## src/rtl/uart_pkg.sv

```systemverilog
// Shared types and constants for the UART transmitter slice.
package uart_pkg;

  typedef enum logic [2:0] {
    STARTUP,
    IDLE,
    START,
    DATA,
    STOP
  } state_t;

  localparam int DEF_CLKS_PER_BIT = 5000;
  localparam int DATA_BITS        = 8;

endpackage

```

## src/rtl/uart_txer_if.sv

```systemverilog
// Host-side byte handshake: the host offers data_in under data_valid, the transmitter answers data_ready.
interface uart_txer_if;

  logic [uart_pkg::DATA_BITS-1:0] data_in;
  logic                           data_valid;
  logic                           data_ready;

  modport master (output data_in, output data_valid, input data_ready);
  modport slave  (input data_in, input data_valid, output data_ready);

endinterface

```

## src/rtl/uart_tx_fifo.sv

```systemverilog
// Synchronous first-word-fall-through byte FIFO; dout always shows the oldest entry.
module uart_tx_fifo #(
  parameter int DEPTH = 4,
  parameter int WIDTH = 8
) (
  input  logic                         clk,
  input  logic                         res,
  input  logic                         wr_en,
  input  logic [WIDTH-1:0]             din,
  input  logic                         rd_en,
  output logic [WIDTH-1:0]             dout,
  output logic                         full,
  output logic                         empty,
  output logic [$clog2(DEPTH+1)-1:0]   count
);

  localparam int PW = $clog2(DEPTH);
  localparam int CW = $clog2(DEPTH + 1);

  logic [WIDTH-1:0] mem [DEPTH];
  logic [PW-1:0]    wr_ptr;
  logic [PW-1:0]    rd_ptr;
  logic             wr_ok;
  logic             rd_ok;

  assign wr_ok = wr_en && !full;
  assign rd_ok = rd_en && !empty;

  // NOTE: the storage array is deliberately not reset; count gates every read, so stale words are never observed.
  always_ff @(posedge clk) begin
    if (wr_ok) mem[wr_ptr] <= din;
  end

  always_ff @(posedge clk) begin
    if (res) begin
      wr_ptr <= '0;
      rd_ptr <= '0;
      count  <= '0;
    end else begin
      if (wr_ok) wr_ptr <= wr_ptr + 1'b1;
      if (rd_ok) rd_ptr <= rd_ptr + 1'b1;
      case ({wr_ok, rd_ok})
        2'b10:   count <= count + 1'b1;
        2'b01:   count <= count - 1'b1;
        default: count <= count;
      endcase
    end
  end

  assign full  = (count == CW'(DEPTH));
  assign empty = (count == '0);
  assign dout  = mem[rd_ptr];

endmodule

```

## src/rtl/uart_txer.sv

```systemverilog
// 8N1 UART transmitter: byte FIFO feeding a start/data/stop serialiser, with a guaranteed idle mark after reset.
module uart_txer
  import uart_pkg::*;
#(
  parameter int CLKS_PER_BIT      = DEF_CLKS_PER_BIT,
  parameter int FIFO_DEPTH        = 4,
  parameter int STARTUP_IDLE_BITS = 16
) (
  input  logic          clk,
  input  logic          res,
  uart_txer_if.slave    host,
  output logic          TX,
  output logic          tx_busy
);

  localparam int TW = $clog2(CLKS_PER_BIT);
  localparam int SW = $clog2(STARTUP_IDLE_BITS);
  localparam int CW = $clog2(FIFO_DEPTH + 1);
  localparam logic [TW-1:0] TIMER_LAST = TW'(CLKS_PER_BIT - 1);
  localparam logic [SW-1:0] SU_LAST    = SW'(STARTUP_IDLE_BITS - 1);
  localparam logic [2:0]    BIT_LAST   = 3'(DATA_BITS - 1);

  state_t                 state, state_d;
  logic [TW-1:0]          timer, timer_d;
  logic [2:0]             bit_idx, bit_idx_d;
  logic [SW-1:0]          su_cnt, su_cnt_d;
  logic [DATA_BITS-1:0]   shift, shift_d;
  logic                   tx_d;
  logic                   period_end;

  logic                   push;
  logic                   pop;
  logic [DATA_BITS-1:0]   fifo_dout;
  logic                   fifo_full;
  logic                   fifo_empty;
  logic [CW-1:0]          fifo_count;

  uart_tx_fifo #(
    .DEPTH (FIFO_DEPTH),
    .WIDTH (DATA_BITS)
  ) u_fifo (
    .clk   (clk),
    .res   (res),
    .wr_en (push),
    .din   (host.data_in),
    .rd_en (pop),
    .dout  (fifo_dout),
    .full  (fifo_full),
    .empty (fifo_empty),
    .count (fifo_count)
  );

  assign period_end = (timer == TIMER_LAST);

  // NOTE: non-blocking assignments so every register samples the pre-edge values of the others.
  always_ff @(posedge clk) begin
    if (res) begin
      state   <= STARTUP;
      timer   <= '0;
      bit_idx <= '0;
      su_cnt  <= '0;
      shift   <= '0;
      TX      <= 1'b1;
    end else begin
      state   <= state_d;
      timer   <= timer_d;
      bit_idx <= bit_idx_d;
      su_cnt  <= su_cnt_d;
      shift   <= shift_d;
      TX      <= tx_d;
    end
  end

  // NOTE: every variable gets a default before the case, so no path can infer a latch.
  always_comb begin
    state_d   = state;
    timer_d   = period_end ? '0 : timer + 1'b1;
    bit_idx_d = bit_idx;
    su_cnt_d  = su_cnt;
    shift_d   = shift;
    tx_d      = TX;
    case (state)
      STARTUP: begin
        tx_d = 1'b1;
        if (period_end) begin
          su_cnt_d = su_cnt + 1'b1;
          if (su_cnt == SU_LAST) state_d = IDLE;
        end
      end
      IDLE: begin
        timer_d = '0;
        tx_d    = 1'b1;
        if (pop) begin
          shift_d = fifo_dout;
          tx_d    = 1'b0;
          state_d = START;
        end
      end
      START: begin
        if (period_end) begin
          tx_d      = shift[0];
          bit_idx_d = '0;
          state_d   = DATA;
        end
      end
      DATA: begin
        if (period_end) begin
          if (bit_idx == BIT_LAST) begin
            tx_d    = 1'b1;
            state_d = STOP;
          end else begin
            // shift[1] is the bit that becomes shift[0] after this edge
            bit_idx_d = bit_idx + 1'b1;
            shift_d   = shift >> 1;
            tx_d      = shift[1];
          end
        end
      end
      STOP: begin
        if (period_end) begin
          if (pop) begin
            shift_d = fifo_dout;
            tx_d    = 1'b0;
            state_d = START;
          end else begin
            state_d = IDLE;
          end
        end
      end
      default: state_d = IDLE;
    endcase
  end

  // Ready uses the pre-pop count, so a push into a full FIFO is refused even when a pop coincides.
  always_comb begin
    host.data_ready = !fifo_full;
    push            = host.data_valid && !fifo_full;
    pop             = !fifo_empty && ((state == IDLE) || ((state == STOP) && period_end));
    tx_busy         = (state != IDLE) || (fifo_count != '0);
  end

endmodule
```

## src/flat_wrapper.sv

```systemverilog
// flat-port wrapper written by rule: the top's interface ports become plain ports
module uart_txer_flat import uart_pkg::*;
#(
  parameter int CLKS_PER_BIT      = DEF_CLKS_PER_BIT,
  parameter int FIFO_DEPTH        = 4,
  parameter int STARTUP_IDLE_BITS = 16
)
  (clk, res, TX, tx_busy, host_data_in, host_data_valid, host_data_ready);
  uart_txer_if host_i ();
  input  logic clk;
  input  logic res;
  output logic TX;
  output logic tx_busy;
  input wire logic [$bits(host_i.data_in)-1:0] host_data_in;
  input wire logic [$bits(host_i.data_valid)-1:0] host_data_valid;
  output wire logic [$bits(host_i.data_ready)-1:0] host_data_ready;
  assign host_i.data_in = host_data_in;
  assign host_i.data_valid = host_data_valid;
  assign host_data_ready = host_i.data_ready;
  uart_txer #(.CLKS_PER_BIT(CLKS_PER_BIT), .FIFO_DEPTH(FIFO_DEPTH), .STARTUP_IDLE_BITS(STARTUP_IDLE_BITS)) u_core (.clk(clk), .res(res), .host(host_i), .TX(TX), .tx_busy(tx_busy));
endmodule
```

## config.mk

```make
export PLATFORM = sky130hd
export DESIGN_NAME = uart_txer_flat
export DESIGN_NICKNAME = d
export VERILOG_FILES = /design/src/rtl/uart_pkg.sv /design/src/rtl/uart_txer_if.sv /design/src/rtl/uart_tx_fifo.sv /design/src/rtl/uart_txer.sv /design/src/flat_wrapper.sv
export SDC_FILE = /design/constraint.sdc
export NUM_CORES = 1
export LEC_CHECK = 0
export ABC_AREA = 1
export CELL_PAD_IN_SITES_DETAIL_PLACEMENT = 1
export CELL_PAD_IN_SITES_GLOBAL_PLACEMENT = 1
export CORE_MARGIN = 2
export CORE_UTILIZATION = 49
export DETAILED_ROUTE_END_ITERATION = 16
export PLACE_DENSITY = 0.82
export SLEW_MARGIN = 20
export SYNTH_ARGS = -nofsm -noshare
export SYNTH_HDL_FRONTEND = slang
export SYNTH_HIERARCHICAL = 1
export SYNTH_SLANG_ARGS = --single-unit
```

## constraint.sdc

```tcl
create_clock -name clk -period 7.5 [get_ports clk]
set_clock_uncertainty 0.2 [all_clocks]
set_input_delay 1.875 -clock clk [delete_from_list [all_inputs] [get_ports clk]]
set_output_delay 1.875 -clock clk [all_outputs]
set_load 0.02 [all_outputs]
```

# ---- Word-level counts from Yosys, hierarchy flattened
# Memory sizes are Yosys's and may differ from the RTL's. A register that Yosys moved wholly into a read port is not among the register bits.
# Index checks and enable logic that the tools add are counted.
dict set report op_classes {
  n_bitwise 0
  mul 0
  order_cmp 0
  addsub 7
  shift 0
  eq_ne 20
  div 0
  reduce_logical 22
  n_mux 30
}
# cell n
set ops {}
lappend ops {{$mux W8} 4}
lappend ops {{$mux W3} 10}
lappend ops {{$pmux W8 S3} 1}
lappend ops {{$pmux W3 S5} 1}
lappend ops {{$add A13 B1 Y13 const B} 1}
lappend ops {{$eq A13 B13 Y1 const B} 1}
lappend ops {{$ne A2 B1 Y1 const B} 6}
lappend ops {{$pmux W3 S2} 2}
lappend ops {{$eq A3 B3 Y1 const B} 3}
lappend ops {{$mux W1} 8}
lappend ops {{$reduce_and A4 Y1} 2}
lappend ops {{$reduce_and A7 Y1} 1}
lappend ops {{$add A3 B1 Y3 const B} 2}
lappend ops {{$eq A3 B2 Y1 const B} 2}
lappend ops {{$logic_not A3 Y1} 2}
lappend ops {{$mux W2} 3}
lappend ops {{$ne A2 B2 Y1 const B} 3}
lappend ops {{$reduce_bool A3 Y1} 2}
lappend ops {{$logic_and A1 B1 Y1} 5}
lappend ops {{$pmux W1 S5} 1}
lappend ops {{$reduce_and A5 Y1} 1}
lappend ops {{$reduce_bool A5 Y1} 1}
lappend ops {{$add A2 B1 Y2 const B} 2}
lappend ops {{$add A4 B1 Y4 const B} 1}
lappend ops {{11 further kinds} 14}
dict set report totals {
  mem_bits_rw 32
  reg_bits 39
  output_inout_bits 3
  romBits 0
  inputBits 11
  latch_bits 0
  memories 1
  elab_cells 89
}
# name words word_bits read_ports rd_clocked_by_memory_dff write_ports line
set mem_list {}
lappend mem_list {u_core.u_fifo.mem 4 8 1 1 1 uart_tx_fifo.sv:20} ;# logic [WIDTH-1:0] mem [DEPTH];

# ---- Depth between registers and ports, before layout
dict set report depth {
  word_depth 7
  mapped_depth 19
}

# ---- Modules after synthesis
# Netlist, hierarchy kept.
# mod instances area_each_um2 cells_per_inst
set by_module_without_submodules {}
lappend by_module_without_submodules {uart_txer 1 1720.4 255}
lappend by_module_without_submodules {uart_tx_fifo 1 1685.4 146}

# ---- Least setup slack after synthesis
# OpenSTA, ideal clock, no wires.
dict set report synth_path {
  kind {input port to flip-flop}
  start {in host_data_valid}
  end {reg u_core.u_fifo.count[1]}
  required_time_ps 7230
  arrival_time_ps 3058
  setup_time_ps 70
  cell_stages 7
  setup_slack_ps 4172
  path_cell_list {inv_1 nor2_1 nand2_1 ha_1 inv_1 fa_1 a21oi_1}
}
dict set report synth_via {
  elab_chain_len 4
  elab_cells_between_ends 6
  classes_between {2 x eq/ne; 1 x mux; 3 x reduce/logical}
}
# item line
set synth_rtl {}
lappend synth_rtl {{start, declared} flat_wrapper.sv:15} ;# input wire logic [$bits(host_i.data_valid)-1:0] host_data_valid;
lappend synth_rtl {{$logic_and A1 B1 Y1 *} uart_txer.sv:137} ;# push = host.data_valid && !fifo_full;
lappend synth_rtl {{via u_core.push} uart_txer.sv:31} ;# logic push;
lappend synth_rtl {{$logic_and A1 B1 Y1 *} uart_tx_fifo.sv:26} ;# assign wr_ok = wr_en && !full;
lappend synth_rtl {{$eq A2 B1 Y1 / $eq A2 B2 Y1 (equally long branches)} uart_tx_fifo.sv:42} ;# case ({wr_ok, rd_ok})
lappend synth_rtl {{$pmux W3 S2 / $reduce_bool A2 Y1 (equally long branches)} -}
lappend synth_rtl {{end signal, assigned} uart_tx_fifo.sv:43} ;# 2'b10: count <= count + 1'b1;
lappend synth_rtl {{end signal, assigned} uart_tx_fifo.sv:44} ;# 2'b01: count <= count - 1'b1;
lappend synth_rtl {{end signal, assigned} uart_tx_fifo.sv:45} ;# default: count <= count;
lappend synth_rtl {{end, declared} uart_tx_fifo.sv:14} ;# output logic [$clog2(DEPTH+1)-1:0] count
# The timed path passes the listed nets; every way through them passes the cells marked *.
# A chain may end at the register's enable or synchronous reset.

# ---- Final worst setup path
dict set report layout_path {
  start {reg u_core.u_fifo.count[1]}
  end {out host_data_ready}
}
dict set report layout_via {
  elab_chain_len 2
}
# item line
set layout_rtl {}
lappend layout_rtl {{$eq A3 B3 Y1} uart_tx_fifo.sv:50} ;# assign full = (count == CW'(DEPTH));
lappend layout_rtl {{via u_core.fifo_full} uart_txer.sv:34} ;# logic fifo_full;
lappend layout_rtl {{$logic_not A1 Y1} uart_txer.sv:136} ;# host.data_ready = !fifo_full;
lappend layout_rtl {{end, declared} flat_wrapper.sv:16} ;# output wire logic [$bits(host_i.data_ready)-1:0] host_data_ready;
# The timed path passes the listed nets, and every way through them passes these cells.

==> flow_summary.ini <==
[outcome]
run_status = finished, final reports clean

[sta]
clock.fmax_mhz = 259
timing.final.crit_share_pct = 51.5
period_needed_ns = 3.86
finalSetupViolCount = 0
rsz0062_at_grt = no
drv_slew = 0
relSlewSlack_pct = 50.6
tightest_slew_ns = 0.738
fin_tns_setup_ns = 0
hold_viol = 0

[final_layout]
fin_nets = 438
nFillCells = 825
area_delta_synth_final_pct = 11.5
layout-drive-gt1-share_pct = 9.24
fin_area_um2 = 3800
antennaDiodeCount = 0

[placement]
place_area_um2 = 3580
dp_hpwl_um = 5370
gp_congestion = 0.859
io_buffers = 13

[routing]
drc = 0
wirelength_met1_um = 3430
wl_met3_um = 253
met2_length_um = 3750
finalWirelength_um = 7520
wire_per_inst_um = 15.0
drt_iter0_markers = 99
top_layer = met4
num_vias = 2698
via_per_inst = 5.37
drtPass1Iterations = 4
ant_nets = 0

[global_routing]
grtUsageTotal_pct = 21.7
antenna_found_initial = 0
grt_pass1_wl_um = 12700
grt_max_degree = 18
grt_pass1_vias = 2663
overflow = 0

[critical_path]
cp_common_cell = inv_1
cp.required_ns = 5.43
cp.arrival_ns = 1.78
worstPathMaxFanout = 6
critPathMaxStageDelay_ns = 0.61
r2r_setup_slack_ns = 4.28
slowest_stage = clkdlybuf4s50_1
crit_path_end_kind = output port
path_buf_inv = 4
worstSetupPathType = flop to output port
crit_family = buffers and inverters
cp_cell_sequence = inv_1, nand3_1, inv_1, inv_1, clkdlybuf4s50_1
cp-start-kind = flop

[cts]
ctsLongestPathBuffers = 2
clockRootBuffer = clkbuf_8
cts_resized = 0
worstSkewPairLatency_ns = 0.36
postCtsSetupBuffers = 0
cts_hold_buf = 0
cts_num_sinks = 73
cts_tree = done
cts_buffers = 9
htree_levels = 3
path_clk_slew_ns = 0.08

[power]
switching_power_uw = 195
comb_power_share_pct = 5.4
power.leakage_nw = 1.50
swShare_pct = 24.3
power_density_nw_per_um2 = 212
clkPwrFrac_pct = 40.8
irDropWorstVdd_mv = 0.164
finalPower_uw = 805
p_seq_share_pct = 53.9
p_int_uw = 610

[floorplan]
die_y_um = 87.4
start_util_pct = 50.4
core-area_um2 = 6760
dieArea_um2 = 7630
rows = 30
ios = 14
fp.dieW_um = 87.4

[synthesis]
ys.warnings.count = 6
synth_ff_type = dfxtp_1
yosys.area.top_type = edfxtp_1
netlist_area_um2 = 3410
synth_common_cells = nand2_1 (87), nor2_1 (57), dfxtp_1 (41)
synth_compound_area_share_pct = 13.0
yosysTopAreaCellShare_pct = 28.2
synth_cells = 401
synth_fa_ha_area_share_pct = 3.89
synth_fp_nets = 422
synth_xor_area_share_pct = 0.257
synth_simple_gate_area_share_pct = 24.0
synth_cell_types = 36
yosys-top-cells-area = edfxtp_1 (28%), dfxtp_1 (24%), nand2_1 (9.6%)
synth_top_family_by_area = simple AND/OR/NAND/NOR gates
synth_area_per_cell_um2 = 8.49
ys_seq_elements = 73
synthMuxAreaShare_pct = 0
async_flop_share_pct = 0
yosysMostFrequentCell = nand2_1
synth_edf_count = 32
yosysSeqAreaShare_pct = 52.3

[worst_hold_path]
min_path_type = flop to flop

[flow_run]
max_cap_viol_count = 0
==> worst reg2reg max path: cells and delay by family (launching register included) <==
family | cells | cell delay, ns
buffers and inverters | 5 | 0.46
flip-flops | 1 | 0.38
AND/OR/NAND/NOR | 10 | 1.24
adder cells (fa/ha/maj) | 3 | 0.86
==> power by group through the flow <==
stage	registers, mW	logic (mW)	clock network (mW)
after floorplan	0.441	0.0275	0
after global placement	0.442	0.0407	0
after detailed placement	0.443	0.0435	0
after CTS	0.434	0.0442	0.336
after global routing	0.435	0.0498	0.354
final	0.434	0.0433	0.328
==> metal layers <==
metal | GRT usage, % | up-vias
li1 | - | 1374
met1 | 27.0 | 1275
met2 | 36.3 | 39
met3 | 6.92 | 10
met4 | 6.01 | 0
met5 | 0 | -
==> path summary, 6_finish.rpt <==
path	start	endpoint	cells past startpoint
max	u_core/u_fifo/count[1]	host_data_ready	5
max reg2reg	u_core/timer[0]	u_core/u_fifo/count[2]	18
min	u_core/timer[0]	u_core/timer[0]	1
min reg2reg	u_core/timer[0]	u_core/timer[0]	1
==> state kept, by name (all words and copies together) (netlist names), named ones only <==
name and cells:
u_core/state 3, u_core/TX 1, u_core/su_cnt 4, u_core/u_fifo/rd_ptr 2, u_core/bit_idx 3, u_core/shift 8
u_core/u_fifo/count 3, u_core/u_fifo/mem 32, u_core/u_fifo/wr_ptr 2, u_core/timer 13
==> through the flow <==
| stage | worst slack [ns] | hold slack (ns) | util (%) | std cells |
|---|---|---|---|---|
| 2_1_floorplan | 4.17 | 0.230 | - | 401 |
| 3_3_place_gp | 3.51 | 0.249 | 53.1 | 486 |
| 3_5_place_dp | 3.40 | 0.257 | 53.1 | 486 |
| 4_1_cts | 3.62 | 0.276 | 56.2 | 502 |
| 5_1_grt | 3.52 | 0.312 | 56.2 | 502 |
| 6_report | 3.64 | 0.269 | 56.2 | 502 |
==> cell families (layout without fill, tap and decap cells) <==
family          count (synthesis)  count (layout)
fa+ha+maj                      10              10
flops                          73              73
simple gates                  190             190
xor+xnor                        1               1
compound gates                 73              73
buf+inv                        54              75
==> layout make-up <==
cell class	count	area (um2)	share of cell area (%)
repair buffers	13	130	3.43
clock buffers	10	138	3.63
multi-input cells	274	1400	36.9
clock inverters	6	73.8	1.94
well taps	80	100	2.64
inverters	46	173	4.55
flip-flops and latches	73	1780	46.9
==> layout by cell type, fill, tap and decap left out, types with 9 or more instances in the layout <==
cell | synthesis | routed
clkdlybuf4s50_1 | 0 | 13
ha_1 | 9 | 9
o21ai_0 | 17 | 17
nand3_1 | 16 | 16
edfxtp_1 | 32 | 32
inv_1 | 38 | 38
clkbuf_8 | 0 | 10
dfxtp_1 | 41 | 41
a21oi_1 | 24 | 24
nor2_1 | 57 | 57
nand2_1 | 87 | 87
No activity file was read; power rests on OpenSTA's default activity.
